**src/rtl/spi_byte_rx.sv**
```systemverilog
// SPI mode-0 slave receiver: pin synchronisers, byte assembly with D/C flag and
// optional MISO read-back serialiser (enabled by defining SPI_BYTE_RX_MISO_EN).
module spi_byte_rx #(
  parameter int SYNC_STAGES = 2
) (
  input  logic       clk_i,
  input  logic       rst_n_i,
  input  logic       spi_sclk_i,
  input  logic       spi_mosi_i,
  input  logic       spi_cs_n_i,
  input  logic       spi_dc_i,
  input  logic [7:0] spi_tx_data_i,
  output logic       spi_miso_o,
  output logic       spi_byte_vld_o,
  output logic [7:0] spi_byte_data_o,
  output logic       dc_o
);

  logic [SYNC_STAGES-1:0] sclk_sync, mosi_sync, cs_n_sync, dc_sync;
  logic                   sclk_s, mosi_s, cs_n_s, dc_s;
  logic                   sclk_d, cs_n_d;
  logic [SYNC_STAGES:0]   warm;
  logic                   idle_seen;
  logic                   armed;
  logic [2:0]             bit_cnt;
  logic [2:0]             cnt_eff;
  logic [7:0]             rx_shift;
  logic                   sclk_rise, sclk_fall, cs_fall, active;

  always_ff @(posedge clk_i or negedge rst_n_i) begin
    if (!rst_n_i) begin
      sclk_sync <= '0;
      mosi_sync <= '0;
      cs_n_sync <= '1;
      dc_sync   <= '0;
      sclk_d    <= 1'b0;
      cs_n_d    <= 1'b1;
    end else begin
      sclk_sync <= {sclk_sync[SYNC_STAGES-2:0], spi_sclk_i};
      mosi_sync <= {mosi_sync[SYNC_STAGES-2:0], spi_mosi_i};
      cs_n_sync <= {cs_n_sync[SYNC_STAGES-2:0], spi_cs_n_i};
      dc_sync   <= {dc_sync[SYNC_STAGES-2:0], spi_dc_i};
      sclk_d    <= sclk_s;
      cs_n_d    <= cs_n_s;
    end
  end

  assign sclk_s = sclk_sync[SYNC_STAGES-1];
  assign mosi_s = mosi_sync[SYNC_STAGES-1];
  assign cs_n_s = cs_n_sync[SYNC_STAGES-1];
  assign dc_s   = dc_sync[SYNC_STAGES-1];

  // The chain resets to cs_n=1, so a pin already low at reset release would look
  // like a chip-select fall; only trust cs_n after a real high has passed through.
  always_ff @(posedge clk_i or negedge rst_n_i) begin
    if (!rst_n_i) begin
      warm      <= '0;
      idle_seen <= 1'b0;
    end else begin
      warm      <= {warm[SYNC_STAGES-1:0], 1'b1};
      idle_seen <= idle_seen | (warm[SYNC_STAGES] & cs_n_d);
    end
  end

  assign sclk_rise = sclk_s & ~sclk_d;
  assign sclk_fall = ~sclk_s & sclk_d;
  assign cs_fall   = idle_seen & cs_n_d & ~cs_n_s;
  assign active    = ~cs_n_s & (armed | cs_fall);
  assign cnt_eff   = cs_fall ? 3'd0 : bit_cnt;

  always_ff @(posedge clk_i or negedge rst_n_i) begin
    if (!rst_n_i) begin
      armed           <= 1'b0;
      bit_cnt         <= 3'd0;
      rx_shift        <= 8'h00;
      spi_byte_vld_o  <= 1'b0;
      spi_byte_data_o <= 8'h00;
      dc_o            <= 1'b0;
    end else begin
      if (cs_n_s) begin
        armed <= 1'b0;
      end else if (cs_fall) begin
        armed <= 1'b1;
      end

      if (!active) begin
        bit_cnt <= 3'd0;
      end else if (sclk_rise) begin
        bit_cnt <= cnt_eff + 3'd1;
      end else if (cs_fall) begin
        bit_cnt <= 3'd0;
      end

      if (active && sclk_rise) begin
        rx_shift <= {rx_shift[6:0], mosi_s};
      end

      spi_byte_vld_o <= active & sclk_rise & (cnt_eff == 3'd7);
      if (active && sclk_rise && (cnt_eff == 3'd7)) begin
        spi_byte_data_o <= {rx_shift[6:0], mosi_s};
        dc_o            <= dc_s;
      end
    end
  end

`ifdef SPI_BYTE_RX_MISO_EN
  logic [7:0] tx_shift;

  // Reload at every byte boundary so the next read-back byte starts on the
  // falling edge after the 8th rising edge.
  always_ff @(posedge clk_i or negedge rst_n_i) begin
    if (!rst_n_i) begin
      tx_shift   <= 8'h00;
      spi_miso_o <= 1'b0;
    end else begin
      if (cs_fall) begin
        tx_shift <= spi_tx_data_i;
      end else if (active && sclk_fall) begin
        if (cnt_eff == 3'd0) begin
          tx_shift <= spi_tx_data_i;
        end else begin
          tx_shift <= {tx_shift[6:0], 1'b0};
        end
      end
      spi_miso_o <= active ? tx_shift[7] : 1'b0;
    end
  end
`else
  logic unused_tx;
  assign unused_tx  = ^{spi_tx_data_i, sclk_fall};
  assign spi_miso_o = 1'b0;
`endif

endmodule
```
**config.mk**
```make
export PLATFORM = sky130hd
export DESIGN_NAME = spi_byte_rx
export DESIGN_NICKNAME = d
export VERILOG_FILES = /design/src/rtl/spi_byte_rx.sv
export SDC_FILE = /design/constraint.sdc
export NUM_CORES = 1
export LEC_CHECK = 0
export CAP_MARGIN = 20
export CORE_MARGIN = 5
export CORE_UTILIZATION = 50
export DETAILED_ROUTE_END_ITERATION = 12
export PLACE_DENSITY_LB_ADDON = 0.05
export RECOVER_POWER = 25
export SYNTH_ARGS = -nofsm -noshare
export SYNTH_HDL_FRONTEND = slang
export SYNTH_SLANG_ARGS = --single-unit
```
**constraint.sdc**
```tcl
create_clock -name clk_i -period 4.92 [get_ports clk_i]
set_clock_uncertainty 0.05 [all_clocks]
set_input_delay 0.492 -clock clk_i [delete_from_list [all_inputs] [get_ports clk_i]]
set_output_delay 0.492 -clock clk_i [all_outputs]
set_load 0.05 [all_outputs]
```
==> out/metrics.yaml <==
synthXorXnorAreaFrac: 0
rsz0062_at_grt: "false"
h-tree-depth: 2
hpwl_um: 1200
syn2layout_area_growth_pct: 17.3
final_common_cell: "dfrtp_1"
cp-start-kind: "input port"
dr.first_iter.drc_count: 8
r2r_slack_ps: 2760
insertion_delay_ps: 320
synth_area_mm2: 0.00128
synth_fp_nets: 95
hp-start: "sclk_sync[0]"
setup_viol: 0
crit_required_ps: 4960
holdPathStages: 0
cts_tree: "done"
grt_pass1_wl_um: 3240
pwr_density_cell_mw_per_mm2: 344
endpoint_kind: "async pin"
synth_top_family_by_area: "multiplexers"
reg2reg_from: "cs_n_sync[1]"
finalWirelength_um: 1750
path_max_fanout: 35
status: "finished, violations left"
dr.max_layer_used: "met4"
reg2reg_depth: 6
r2r_end: "spi_byte_data_o[0]"
final_cell_mix: "dfrtp_1, clkdlybuf4s50_1, mux2_2"
max_stage_delay_ps: 1300
p_leak_uw: 0.000740
relSlewSlack: -0.211
cts_sinks: 35
vias: 646
fin_crit_sh: 0.465
syn_inst: 79
die_h_um: 60.6
numCtsBuffers: 5
fmax_mhz: 438
pin_count: 25
synthMuxAreaShare: 0.169
synth_area_per_cell_um2: 16.2
final_area_mm2: 0.00150
path_class: "input port to async pin"
synth-simple-area-share: 0.0723
synth_fa_ha_area_frac: 0.0196
ir_drop_mv: 0.295
dieArea_mm2: 0.00367
drc: 0
hold_viol_final: 0
placed_cell_area_mm2: 0.00146
wire_per_inst_um: 13.4
grt_max_degree: 36
crit_slowest_cell: "clkbuf_1"
ys_ff_latch: 35
final_layout_size_suffix_gt1_frac: 0.257
gp_congestion: 0.651
port_buffers: 15
cts_max_path_buffers: 2
grt_overflow: 0
grt_pass1_vias: 698
worst-path-buf-inv: 2
fill_cells: 181
slew_viol_final: 36
finalSetupTns_ps: 0
ys_types: 21
hp-class: "flop to flop"
total_power_uw: 516
die_width_um: 60.6
wl_met3_um: 133
viasPerCell: 4.93
violations: "capacitance limit, slew limit"
ant_nets: 0
path_cells: "dlygate4sd3_1 > clkbuf_1"
track_usage: 0.127
coreArea_mm2: 0.00245
ys.warnings.count: 0
cts_setup_buffers: 0
nNetsFinal: 116
initial_utilization: 0.521
maxCapViolations: 1
ctsResizeCount: 0
dr_wl_met2_um: 794
diodes: 0
cts_hold_buf: 0
synth_compound_area_frac: 0.0254
hold_end: "sclk_sync[1]"
wl_met1_um: 778
setup.worst_path.start: "rst_n_i"
arrival_ps: 2320
antenna_found_initial: 0
tightest_slew_ps: 1820
critPathTopFamily: "buffers and inverters"
rows: 18
yosysSeqAreaShare: 0.687
clk_pin_slew_ps: 90
root_buffer: "clkbuf_4"
drt_first_pass_iters: 4
layout_min_cycle_time_ps: 2290
==> layout make-up <==
type,count,area (um^2),area share
sequential,35,880,0.586
clock buffer,8,48.8,0.0325
tap,30,37.5,0.0250
inverter,2,7.51,0.00500
timing repair buffer,16,154,0.103
multi-input combinational,40,374,0.249
==> per-stage QoR <==
step | util | cells | setup slack [ps] | hold slack, ps
floorplan | - | 79 | 2990 | 146
global placement | 0.593 | 123 | 2770 | 282
detailed placement | 0.593 | 123 | 2750 | 290
CTS | 0.613 | 131 | 2750 | 301
global route | 0.612 | 131 | 2240 | 321
finish | 0.612 | 131 | 2630 | 299
==> registers in the layout, indices dropped and copies added, names as in the netlist <==
signal           cells
armed                1
bit_cnt              3
cs_n_d               1
cs_n_sync            2
dc_o                 1
dc_sync              2
idle_seen            1
mosi_sync            2
rx_shift             7
sclk_d               1
sclk_sync            2
spi_byte_data_o      8
spi_byte_vld_o       1
warm                 3
==> cell usage after synthesis <==
| master | number | share of area |
|---|---|---|
| and2_1 | 3 | 0.015 |
| mux2_2 | 9 | 0.079 |
| dfstp_2 | 3 | 0.062 |
| inv_1 | 2 | 0.0059 |
| ha_1 | 2 | 0.020 |
| nand4b_2 | 1 | 0.012 |
| mux2_4 | 7 | 0.082 |
| and2b_1 | 1 | 0.0059 |
| buf_6 | 1 | 0.0088 |
| or3_2 | 1 | 0.0059 |
| dfrtp_1 | 32 | 0.63 |
| nand2_1 | 2 | 0.0059 |
| buf_4 | 1 | 0.0059 |
| nand2b_1 | 2 | 0.0098 |
| conb_1 | 2 | 0.0059 |
| mux2i_1 | 1 | 0.0078 |
| or3_1 | 1 | 0.0049 |
| nand3_1 | 2 | 0.0078 |
| a21o_2 | 2 | 0.014 |
| nand3b_1 | 1 | 0.0059 |
| a21oi_1 | 3 | 0.012 |
==> report_power, final <==
part / internal (uW) / leakage (uW) / switching [uW] / total (uW)
Combinational: 30.8 / 0.000273 / 16.3 / 47.1
Clock: 56.9 / 0.0000265 / 82.4 / 139
Sequential: 313 / 0.000441 / 16.6 / 329
==> per-layer routing <==
| metal | GRT usage | vias up |
|---|---|---|
| met5 | 0 | - |
| met4 | 0.0650 | 0 |
| met3 | 0.0596 | 6 |
| met2 | 0.198 | 19 |
| met1 | 0.146 | 317 |
| li1 | - | 304 |
==> worst max path at each step <==
stage / endpoint / slack [ps] / depth (start not counted)
4_1_cts: spi_byte_data_o[6] / 2750 / 6
3_3_place_gp: spi_byte_data_o[2] / 2770 / 6
2_1_floorplan: dc_o / 2990 / 6
3_5_place_dp: spi_byte_data_o[6] / 2750 / 6
5_1_grt: dc_o / 2240 / 2
6_report: sclk_sync[0] / 2630 / 2
==> kinds of logic (layout without fill, tap and decap cells) <==
logic type,after synthesis,after routing
simple gates,14,14
other cells,2,2
buf+inv,4,26
compound gates,5,5
mux,17,17
flops,35,35
fa+ha+maj,2,2
(Power assumes the default switching activity.)
